**src/rtl/countdown_tmr_pkg.sv**
```systemverilog
// countdown_tmr_pkg
//   Definitions shared by the countdown timer and its digit cells:
//   - FSM state encoding (2-bit)
//   - per-digit maximum constants (9 for decimal digits, 5 for tens of
//     seconds/minutes in MM:SS mode)
//   - small helpers for digit maxima, preset clamping and prescaler sizing
package countdown_tmr_pkg;

    typedef enum logic [1:0] {
        ST_IDLE  = 2'd0,
        ST_RUN   = 2'd1,
        ST_PAUSE = 2'd2,
        ST_DONE  = 2'd3
    } tmr_state_e;

    localparam logic [3:0] DIGIT_MAX_UNITS = 4'd9;
    localparam logic [3:0] DIGIT_MAX_TENS  = 4'd5;

    // Digits 1 and 3 are tens-of-seconds / tens-of-minutes in MM:SS mode.
    function automatic logic [3:0] digit_max(input int idx, input int mmss);
        if (mmss != 0 && (idx == 1 || idx == 3)) begin
            return DIGIT_MAX_TENS;
        end
        return DIGIT_MAX_UNITS;
    endfunction

    function automatic logic [3:0] clamp_digit(input logic [3:0] d,
                                               input logic [3:0] mx);
        return (d > mx) ? mx : d;
    endfunction

    // A divide-by-1 prescaler still needs a 1-bit register to be legal.
    function automatic int psc_width(input int div);
        return (div > 1) ? $clog2(div) : 1;
    endfunction

endpackage

```
**src/rtl/bcd_down_digit.sv**
```systemverilog
// bcd_down_digit
//   One BCD digit of the countdown register. Loads a value, or decrements
//   by one when a borrow arrives; at 0 it wraps to MAX and passes the
//   borrow on to the next digit.
// Ports:
//   clk_i     clock, rising edge
//   clr_i     synchronous active-high clear
//   ld_i      load strobe (wins over borrow)
//   ld_val_i  value to load
//   bi_i      borrow in (decrement request)
//   q_o       digit value
//   bo_o      borrow out to the next more significant digit
module bcd_down_digit
    import countdown_tmr_pkg::*;
#(
    parameter logic [3:0] MAX = DIGIT_MAX_UNITS
) (
    input  logic       clk_i,
    input  logic       clr_i,
    input  logic       ld_i,
    input  logic [3:0] ld_val_i,
    input  logic       bi_i,
    output logic [3:0] q_o,
    output logic       bo_o
);

    logic [3:0] q_q, q_d;

    always_comb begin
        q_d = q_q;
        if (ld_i) begin
            q_d = ld_val_i;
        end else if (bi_i) begin
            q_d = (q_q == 4'd0) ? MAX : (q_q - 4'd1);
        end
    end

    always_ff @(posedge clk_i) begin
        if (clr_i) begin
            q_q <= 4'd0;
        end else begin
            q_q <= q_d;
        end
    end

    assign q_o  = q_q;
    assign bo_o = bi_i & (q_q == 4'd0);

endmodule

```
**src/rtl/countdown_tmr.sv**
```systemverilog
// countdown_tmr
//   BCD countdown timer with prescaler, pause/resume and one-cycle alarm.
//   DIGITS BCD digits; MODE_MMSS=1 makes digits [3:0] an MM:SS field.
//   One count tick every TICK_DIV CE-qualified cycles while running.
// Ports:
//   CLK       clock, rising edge
//   CLR       synchronous active-high reset, highest priority
//   CE        clock enable for the prescaler / count only
//   START     start / resume request (one cycle)
//   STOP      pause / abort request (one cycle)
//   LOAD      preset load strobe (one cycle)
//   LOAD_VAL  BCD preset, digit 0 in the LSBs
//   Q         current BCD count (registered)
//   RUN       high while counting
//   DONE      high after expiry
//   ALARM     one-cycle pulse on expiry
module countdown_tmr
    import countdown_tmr_pkg::*;
#(
    parameter int DIGITS    = 4,
    parameter int MODE_MMSS = 0,
    parameter int TICK_DIV  = 100000000
) (
    input  logic                  CLK,
    input  logic                  CLR,
    input  logic                  CE,
    input  logic                  START,
    input  logic                  STOP,
    input  logic                  LOAD,
    input  logic [4*DIGITS-1:0]   LOAD_VAL,
    output logic [4*DIGITS-1:0]   Q,
    output logic                  RUN,
    output logic                  DONE,
    output logic                  ALARM
);

    localparam int             QW       = 4 * DIGITS;
    localparam int             PSC_W    = psc_width(TICK_DIV);
    localparam logic [PSC_W-1:0] PSC_LAST = PSC_W'(TICK_DIV - 1);
    localparam logic [PSC_W-1:0] PSC_ONE  = PSC_W'(1);
    localparam logic [QW-1:0]  Q_ONE    = QW'(1);

    tmr_state_e              state_q, state_d;
    logic [PSC_W-1:0]        psc_q, psc_d;
    logic [QW-1:0]           preset_q, preset_d;
    logic                    alarm_q, alarm_d;

    logic [DIGITS-1:0][3:0]  ld_clamped;
    logic [DIGITS-1:0][3:0]  q_dig;
    logic                    q_ld;
    logic [QW-1:0]           q_ld_val;
    logic                    tick_dec;
    logic [DIGITS:0]         borrow;
    logic                    q_nz;
    logic                    q_is_one;
    logic                    unused_borrow;

    // ------------------------------------------------------------------
    // Digit array: clamp on load, ripple-borrow decrement.
    // ------------------------------------------------------------------
    assign borrow[0] = tick_dec;

    for (genvar gi = 0; gi < DIGITS; gi++) begin : g_dig
        localparam logic [3:0] MX = digit_max(gi, MODE_MMSS);

        assign ld_clamped[gi] = clamp_digit(LOAD_VAL[4*gi +: 4], MX);

        bcd_down_digit #(
            .MAX      (MX)
        ) u_digit (
            .clk_i    (CLK),
            .clr_i    (CLR),
            .ld_i     (q_ld),
            .ld_val_i (q_ld_val[4*gi +: 4]),
            .bi_i     (borrow[gi]),
            .q_o      (q_dig[gi]),
            .bo_o     (borrow[gi+1])
        );
    end

    // The top digit's borrow would only fire on an underflow, which the
    // q_nz guard on tick_dec prevents.
    assign unused_borrow = borrow[DIGITS];

    assign Q        = q_dig;
    assign q_nz     = |Q;
    assign q_is_one = (Q == Q_ONE);

    // ------------------------------------------------------------------
    // Control FSM. Priority: LOAD > STOP > START; a tick coinciding with
    // LOAD or STOP is dropped because those branches never raise it.
    // ------------------------------------------------------------------
    always_comb begin
        state_d  = state_q;
        psc_d    = psc_q;
        preset_d = preset_q;
        alarm_d  = 1'b0;
        q_ld     = 1'b0;
        q_ld_val = ld_clamped;
        tick_dec = 1'b0;

        if (LOAD) begin
            preset_d = ld_clamped;
            q_ld     = 1'b1;
            q_ld_val = ld_clamped;
            psc_d    = '0;
            state_d  = ST_IDLE;
        end else begin
            unique case (state_q)
                ST_IDLE: begin
                    if (!STOP && START && q_nz) begin
                        psc_d   = '0;
                        state_d = ST_RUN;
                    end
                end
                ST_RUN: begin
                    if (STOP) begin
                        state_d = ST_PAUSE;
                    end else if (CE) begin
                        if (psc_q == PSC_LAST) begin
                            psc_d    = '0;
                            tick_dec = q_nz;
                            if (q_is_one) begin
                                state_d = ST_DONE;
                                alarm_d = 1'b1;
                            end
                        end else begin
                            psc_d = psc_q + PSC_ONE;
                        end
                    end
                end
                ST_PAUSE: begin
                    if (STOP) begin
                        q_ld     = 1'b1;
                        q_ld_val = preset_q;
                        state_d  = ST_IDLE;
                    end else if (START) begin
                        // Prescaler kept so the partial tick carries over.
                        state_d = ST_RUN;
                    end
                end
                ST_DONE: begin
                    if (STOP) begin
                        q_ld     = 1'b1;
                        q_ld_val = preset_q;
                        state_d  = ST_IDLE;
                    end else if (START && (|preset_q)) begin
                        q_ld     = 1'b1;
                        q_ld_val = preset_q;
                        psc_d    = '0;
                        state_d  = ST_RUN;
                    end
                end
                default: state_d = ST_IDLE;
            endcase
        end
    end

    always_ff @(posedge CLK) begin
        if (CLR) begin
            state_q  <= ST_IDLE;
            psc_q    <= '0;
            preset_q <= '0;
            alarm_q  <= 1'b0;
        end else begin
            state_q  <= state_d;
            psc_q    <= psc_d;
            preset_q <= preset_d;
            alarm_q  <= alarm_d;
        end
    end

    assign RUN   = (state_q == ST_RUN);
    assign DONE  = (state_q == ST_DONE);
    assign ALARM = alarm_q;

endmodule

```
**config.mk**
```make
export PLATFORM = sky130hd
export DESIGN_NAME = countdown_tmr
export DESIGN_NICKNAME = d
export VERILOG_FILES = /design/src/rtl/countdown_tmr_pkg.sv /design/src/rtl/bcd_down_digit.sv /design/src/rtl/countdown_tmr.sv
export SDC_FILE = /design/constraint.sdc
export NUM_CORES = 1
export LEC_CHECK = 0
export ABC_AREA = 1
export BUFFER_PORTS_ARGS = -buffer_cell sky130_fd_sc_hd__buf_2
export CAP_MARGIN = 30
export CORE_ASPECT_RATIO = 0.5
export CORE_UTILIZATION = 30
export CTS_CLUSTER_SIZE = 12
export DETAILED_ROUTE_END_ITERATION = 16
export SLEW_MARGIN = 20
export SYNTH_ARGS = -nofsm -noshare
export SYNTH_HDL_FRONTEND = slang
export SYNTH_SLANG_ARGS = --single-unit
```
**constraint.sdc**
```tcl
create_clock -name CLK -period 3 [get_ports CLK]
set_input_delay 0.6 -clock CLK [delete_from_list [all_inputs] [get_ports CLK]]
set_output_delay 0.6 -clock CLK [all_outputs]
set_load 0.01 [all_outputs]
```
======== Yosys cells after proc, flatten, opt, wreduce, memory -nomap -nowiden ========
Cells that the tools add are included.
word-level totals
  output and inout bits ................... 19
  register bits ........................... 62
  logic and storage cells ................. 107
  bits of input ports ..................... 22
operators by class
  equal/unequal tests ..................... 15
  muxes and demuxes ....................... 49
  reductions and logical operators ........ 20
  $add $sub $neg .......................... 5
  bitwise gates (word level) .............. 6
  $lt $le $gt $ge ......................... 4
operators with widths
  kind                   count
  $mux 27                6
  $pmux 27 s3            1
  $mux 16                4
  $mux 4                 16
  $pmux 16 s2            1
  $reduce_or 16->1       2
  $add 27x1->27 const B  1
  $eq 27x27->1 const B   1
  $mux 2                 9
  $eq 16x1->1 const B    1
  $gt 4x4->1 const B     4
  $logic_not 4->1        4
  $sub 4x1->4 const B    4
  $reduce_and 6->1       2
  $mux 1                 10
  $ne 3x2->1 const B     3
  $ne 2x2->1 const B     4
  $pmux 2 s4             1
  $reduce_bool 2->1      4
  $ne 3x3->1 const B     2
  $reduce_or 6->1        1
  $eq 2x2->1 const B     2
  $and 1x1->1            3
  $logic_and 1x1->1      3
  8 further kinds        10

======== Longest topological paths before layout ========
Gate-level depths: netlist of the first run.
  depth in word-level cells ............... 11
  mapped depth ............................ 13
  gate-level depth less buffers ........... 13

======== Modules after synthesis ========
Synthesis of the first run repeated with hierarchy kept, for this count alone.
unflattened totals
  cells, all modules ...................... 818
  area total of the unflattened synthesis .. 4710.8 µm²
by module, submodules not included
  module          sequential area each (µm²)  area each (µm²)  cells an instance  times used
  countdown_tmr   920.9                       3724.8           658                1
  bcd_down_digit  80.1                        246.5            40                 4

======== Least setup slack after synthesis of the first run ========
OpenSTA, ideal clock, no wires.
  path kind ............................... reg-to-reg
  start point ............................. register psc_q[0]
  end point ............................... register g_dig[3].u_digit.q_q[1]
  setup slack ............................. 1.243 ns
  path buffers ............................ 0
  period minus slack after synthesis ...... 1.757 ns
  data arrival time ....................... 1.629 ns
  library setup time ...................... 0.128 ns
  required time ........................... 2.872 ns
  stages on the path, launching flop included .. 13
  path through ............................ dfxtp_1 ha_1 nand3_2 nor2_8 nand3_4 nor2_4 nand3_4 nand2_8 nand3_4 inv_2 nand2_1 nand2_1 nor2_1
between the ends
  cells in the longest elaborated chain, start to end .. 10
ends and longest elaborated chain
  element                      line                  RTL
  start: declaration           countdown_tmr.sv:44   logic [PSC_W-1:0] psc_q, psc_d;
  start signal: assignment     countdown_tmr.sv:167  psc_q <= psc_d;
  $eq 27x27->1                 countdown_tmr.sv:120  if (psc_q == PSC_LAST) begin
  $mux 1                       countdown_tmr.sv:120
  $mux 1                       countdown_tmr.sv:119  end else if (CE) begin
  $mux 1                       countdown_tmr.sv:117  if (STOP) begin
  $mux 1                       countdown_tmr.sv:109  unique case (state_q)
  $mux 1                       countdown_tmr.sv:102  if (LOAD) begin
  $and 1x1->1 (3 in a row)     bcd_down_digit.sv:47  assign bo_o = bi_i & (q_q == 4'd0);
  $reduce_bool 2->1 (no line)  n/a
  end signal: assignment       bcd_down_digit.sv:42  q_q <= q_d;
  end: declaration             bcd_down_digit.sv:27  logic [3:0] q_q, q_d;
No other way between the ends.
A chain may end at the register's enable or synchronous reset.

======== Worst setup path in the final report of the first run ========
  start point ............................. register psc_q[0]
  end point ............................... register psc_q[15]
between the ends
  cells in the longest elaborated chain, start to end .. 5
  elaborated cells between the ends (all ways) .. 6
  classes of those cells .................. 1 x add/sub; 1 x eq/ne; 4 x mux
ends and longest elaborated chain
  element                                        line
  $add 27x1->27 or $eq 27x27->1 (tied branches)  countdown_tmr.sv:128, countdown_tmr.sv:120
  $mux 27 *                                      countdown_tmr.sv:120
  $mux 27 *                                      countdown_tmr.sv:119
  $mux 27 *                                      countdown_tmr.sv:117
  $pmux 27 s3 *                                  countdown_tmr.sv:109
Every way passes the cells marked *; elsewhere a longest branch is shown, timed or not. The select of a mux whose other input is x is not followed.

==> impl_metrics.ini, run 1 <==
[worst_hold_path]
hold_end = preset_q[3]$_SDFFE_PP0P_
hold_path_class = reg2reg
min_from = preset_q[3]$_SDFFE_PP0P_
worstHoldPathCells = 2

[floorplanning]
die_w_um = 168.9
die_h_um = 85.45
start_util = 0.3083
fp.coreArea_um2 = 13550
num_io_pins = 41
rows = 30
die_area_um2 = 14430

[timing]
max_freq_mhz = 440.2
drv_slew = 0
relSlewSlack = 0.4277
final.setup.tns_ps = 0
skew_ps = 10.20
worstMarginPinSlew_ps = 857.4
hold_violations = 0
whs_ps = 485.8
setup_violations = 0
finalCritPeriodShare = 0.7573
rsz0062_at_grt = no
period_needed_ps = 2272

[cells_and_area]
diodes = 0
areaGrowthSynthToFinish_pct = 15.63
fin_util = 0.3565
layout-drive-gt1-share = 0.1669
mostFrequentLayoutCells = 181 x nand2_1, 92 x nor2_1, 62 x dfxtp_1
final_common_cell = nand2_1
final_area_um2 = 4831
nNetsFinal = 731

[worst_setup_path]
crit_type = reg2reg
crit_fanout = 11
end_kind = register
r2r_start = psc_q[0]$_SDFFE_PP0P_
required_ps = 3190
reg2reg_to = psc_q[15]$_SDFFE_PP0P_
worst_r2r_path_depth = 8
reg2reg_slack_ps = 730
arrival_ps = 2470
startpoint_type = register

[place]
globalplace.congestion = 0.9073
place_hpwl_um = 8942
io_buffers = 40
dpl-instance-area_um2 = 4544

[grt]
grt_usage = 0.1832
grt_pass1_vias = 4176
grt_start_max_net_pins = 29
grt_pass1_wl_um = 20640
grt_antenna_before_repair = 0
overflow = 0

[route]
vias_per_cell = 4.881
vias = 4417
wirelength_um = 12460
drt_iter0_drc = 360
drc = 0
wl_per_cell_um = 13.77
drtPass1Iterations = 7
ant_nets = 0

[cts]
cts_buffers = 9
hold_buffers = 0
cts_buffer_depth = 2
clk_pin_slew_ps = 50
clk_latency_ps = 350
htreeDepth = 3
post_cts_buffers = 0
root_buffer = clkbuf_16
cts_sinks = 62
cts_tree = built
post_cts_resized = 0

[power_and_ir_drop]
clockPowerShare = 0.451
max-vdd-ir-drop_v = 0.0002277
p_int_w = 0.001568
swShare = 0.2997
power_density_nw_per_um2 = 463.5
power.leakage_nw = 1.904
combPwrFrac = 0.150
switchingPower_w = 0.0006711
seqPwrFrac = 0.399

[yosys]
synth_edf_count = 0
yosysWarningCount = 0
synthAdderAreaFrac = 0.002995
synth.area.mux_share = 0
syn-instance-count = 673
yosysUniqueCellTypes = 45
synth_top_cell_by_area = dfxtp_1
ys_seq_area_frac = 0.2971
async_flop_share = 0
yosys-top-cells-area = dfxtp_1 30%, nand2_1 16%, nor2_1 8.3%
synth_compound_area_frac = 0.1420
ys_seq_elements = 62
syn_nets = 696
synthSimpleGateAreaFrac = 0.4576
synth_area_um2 = 4178
avgSynthCellArea_um2 = 6.208
synthFlopType = dfxtp_1
synth.top_cell.area_share = 0.2971
synth_xor_area_frac = 0.01258
synth_top_family_by_area = simple AND/OR/NAND/NOR gates

[run]
maxCapViolCount = 0

[outcome]
outcome = complete, no violations
## synthesized netlist by cell type, types with 3 or more instances
library cell,number
nor2_1,92
nand3_2,4
o21ai_0,37
inv_1,55
nor2_4,3
o22ai_1,7
nand4_1,11
xnor2_1,3
nor3_1,23
nand2_4,3
xor2_1,3
dfxtp_1,62
inv_2,14
nor2_2,7
buf_2,11
nand2_2,7
nand2_1,181
a21oi_1,49
nand3_1,49
clkbuf_1,6
o21ai_1,5
nor4_1,4
nor3_2,6
nand3_4,3
## flip-flops by register name, indices dropped and copies added (netlist names)
signal             cells
ALARM                  1
g_dig.u_digit.q_o     16
preset_q              16
psc_q                 27
state_q                2
## cells by family (layout without fill, tap and decap cells)
family                     count (synthesis)  in the layout
adders and majority gates                  1              1
DFF                                       62             62
AOI/OAI and AO/OA                        109            109
and+or+nand+nor                          405            405
xor gates and xnor gates                   6              6
buffers and inverters                     90            130
## power by group through the flow
stage          clock network (W)  registers (W)  logic (W)
2_1_floorplan                  0       0.000913   0.000230
3_3_place_gp                   0       0.000910   0.000329
3_5_place_dp                   0       0.000910   0.000334
4_1_cts                  0.00103       0.000892   0.000335
5_1_grt                  0.00106       0.000898   0.000380
6_report                 0.00101       0.000893   0.000336
## metal layers
metal / share of wire / vias to the layer above / wire length, um / global-route usage
met5: 0 / - / 0 / 0
met4: 0.015 / 0 / 189 / 0.06198
met3: 0.042 / 17 / 528 / 0.03918
met2: 0.45 / 103 / 5597 / 0.3047
met1: 0.49 / 2024 / 6149 / 0.2360
li1: - / 2273 / - / -
## how the worst max path moves through the flow
stage,from,to,cells past startpoint,slack [ps]
after global routing,g_dig[0].u_digit.q_o[0]$_SDFFE_PP0P_,psc_q[21]$_SDFFE_PP0P_,11,560
after detailed placement,STOP,psc_q[21]$_SDFFE_PP0P_,10,650
after global placement,STOP,psc_q[21]$_SDFFE_PP0P_,10,680
final,psc_q[0]$_SDFFE_PP0P_,psc_q[15]$_SDFFE_PP0P_,8,730
after CTS,psc_q[0]$_SDFFE_PP0P_,psc_q[15]$_SDFFE_PP0P_,8,740
after floorplan,psc_q[0]$_SDFFE_PP0P_,g_dig[3].u_digit.q_o[1]$_SDFFE_PP0P_,12,1240
## final cells by class
class / instances / area, um^2
fill: 1502 / 8720
multi-input combinational: 521 / 2570
sequential: 62 / 1241
inverter: 70 / 262.8
clock buffer: 11 / 252.7
tap: 192 / 240.2
timing repair buffer: 44 / 230.2
clock inverter: 5 / 33.78
## critical path, stage by stage, from the launching register on
cell     delay [ps]
dfxtp_1         370
ha_1            260
nand3_2         200
nor2_8          230
nand3_4         100
nor2_4          140
nor2_1           90
o21ai_2         610
nor3b_1         110
## stage by stage
stage | setup WS (ps) | power, W | cells
6_report | 728.2 | 0.002239 | 905
3_5_place_dp | 645.0 | 0.001244 | 889
4_1_cts | 735.7 | 0.002253 | 905
2_1_floorplan | 1243 | 0.001142 | 673
5_1_grt | 562.2 | 0.002335 | 905
3_3_place_gp | 683.1 | 0.001239 | 889
No activity file was read; power rests on OpenSTA's default activity.
==> run 2: changes to the inputs <==
Clock period 3 ns to 2.3 ns, I/O delays scaled along.
==> impl_metrics.ini, run 2 (synthesized netlist as in run 1, its figures left out) <==
[power_and_ir_drop]
swShare = 0.2899
power.leakage_nw = 1.975
power_density_nw_per_um2 = 613.2
seqPwrFrac = 0.384
max-vdd-ir-drop_v = 0.0003037
p_int_w = 0.002155
combPwrFrac = 0.153
clockPowerShare = 0.464
switchingPower_w = 0.0008796

[route]
drtPass1Iterations = 11
vias_per_cell = 4.953
drt_iter0_drc = 381
drc = 0
wl_per_cell_um = 13.47
ant_nets = 0
wirelength_um = 12340
vias = 4537

[cells_and_area]
layout-drive-gt1-share = 0.1796
fin_util = 0.3652
fillCellCount = 1442
regArea_um2 = 1241
final_common_cell = nand2_1
mostFrequentLayoutCells = 181 x nand2_1, 92 x nor2_1, 62 x dfxtp_1
top_register = psc_q
multi_input_area_um2 = 2570
nNetsFinal = 742
largest_register_ffs = 27
diodes = 0
areaGrowthSynthToFinish_pct = 18.45

[worst_setup_path]
required_ps = 2550
crit_buf_inv = 0
path_cells = ha_1 > nand3_2 > nor2_8 > nand4_2 > o21ai_1 > nand4_1 > a21oi_1
worstSetupStartpoint = psc_q[0]$_SDFFE_PP0P_
r2r_start = psc_q[0]$_SDFFE_PP0P_
critical-path-max-stage-delay_ps = 380
startpoint_type = register
arrival_ps = 2260
cp_slowest_cell = dfxtp_1
crit_type = reg2reg
cp_top_family = simple AND/OR/NAND/NOR gates
crit_fanout = 10
end_kind = register

[worst_hold_path]
min_from = LOAD_VAL[4]
hold_path_class = in2reg

[floorplanning]
die_h_um = 85.45
num_io_pins = 41
start_util = 0.3083
fp.coreArea_um2 = 13550
rows = 30
die_area_um2 = 14430
die_w_um = 168.9

[cts]
cts_buffers = 9
cts_buffer_depth = 2
post_cts_buffers = 0
root_buffer = clkbuf_16
clk_latency_ps = 340
cts_tree = built
cts_sinks = 62
htreeDepth = 3
post_cts_resized = 0
hold_buffers = 0
clk_pin_slew_ps = 60

[timing]
rsz0062_at_grt = no
finalCritPeriodShare = 0.8749
final.setup.tns_ps = 0
max_freq_mhz = 497.0
hold_violations = 0
worstMarginPinSlew_ps = 875.6
relSlewSlack = 0.4156
skew_ps = 10.66
period_needed_ps = 2012
drv_slew = 0
setup_violations = 0

[grt]
overflow = 0
grt_usage = 0.1780
grt_pass1_vias = 4092
grt_start_max_net_pins = 24
grt_pass1_wl_um = 20290
grt_antenna_before_repair = 0

[run]
maxCapViolCount = 0

[place]
io_buffers = 40
place_hpwl_um = 9073
globalplace.congestion = 0.8997

[outcome]
outcome = complete, no violations
[run 2: cell types whose count changed in the layout (fill, tap and decap cells not counted), sizes merged]
cell / before / now
buf: 44 / 55
clkinvlp: 2 / 0
bufinv: 0 / 1
clkbuf: 11 / 10
clkinv: 4 / 5
inv: 69 / 70
[run 2: metal layers]
metal	GRT usage	wire length [um]	up-vias
li1	-	-	2292
met1	0.2421	6008	2079
met2	0.2810	5471	146
met3	0.04011	699	20
met4	0.05207	162	0
met5	0	0	-
[run 2: layout make-up]
type	instances	share of cell area
Clock inverter	6	0.01416
Sequential cell	62	0.2508
Inverter	70	0.05310
Multi-Input combinational cell	521	0.5193
Tap cell	192	0.04855
Clock buffer	10	0.04829
Timing Repair Buffer	55	0.06574
[run 2: final timing paths]
kind                                                 end  slack (ps)  cells past startpoint
worst max-delay path             state_q[1]$_SDFFE_PP0P_         290                      7
worst min-delay path            preset_q[4]$_SDFFE_PP0P_         390                      3
worst max register to register   state_q[1]$_SDFFE_PP0P_         290                      7
worst min register to register  preset_q[3]$_SDFFE_PP0P_         480                      2
[run 2: worst register-to-register path, stage by stage (launching register included)]
cell     delay (ps)
dfxtp_1         380
ha_1            300
nand3_2         200
nor2_8          220
nand4_2         360
o21ai_1         240
nand4_1         100
a21oi_1         140
[run 2: through the flow]
| step | setup slack, ps | area [um^2] | power [W] | std cells | hold slack [ps] |
|---|---|---|---|---|---|
| final | 287.8 | 4949 | 0.003034 | 916 | 394.4 |
| after global routing | 78.80 | 4949 | 0.003180 | 916 | 399.7 |
| after CTS | 284.6 | 4949 | 0.003054 | 916 | 391.1 |
| after detailed placement | 304.0 | 4639 | 0.001649 | 900 | 468.5 |
| after global placement | 308.3 | 4639 | 0.001643 | 900 | 469.6 |
| after floorplan | 543.3 | 4178 | 0.001490 | 673 | 436.4 |
[run 2: power by group through the flow]
stage	sequential [W]	clock (W)	combinational (W)
after detailed placement	0.00119	0	0.000461
after floorplan	0.00119	0	0.000300
after CTS	0.00116	0.00143	0.000463
after global placement	0.00119	0	0.000457
after global routing	0.00117	0.00149	0.000515
final	0.00116	0.00141	0.000463
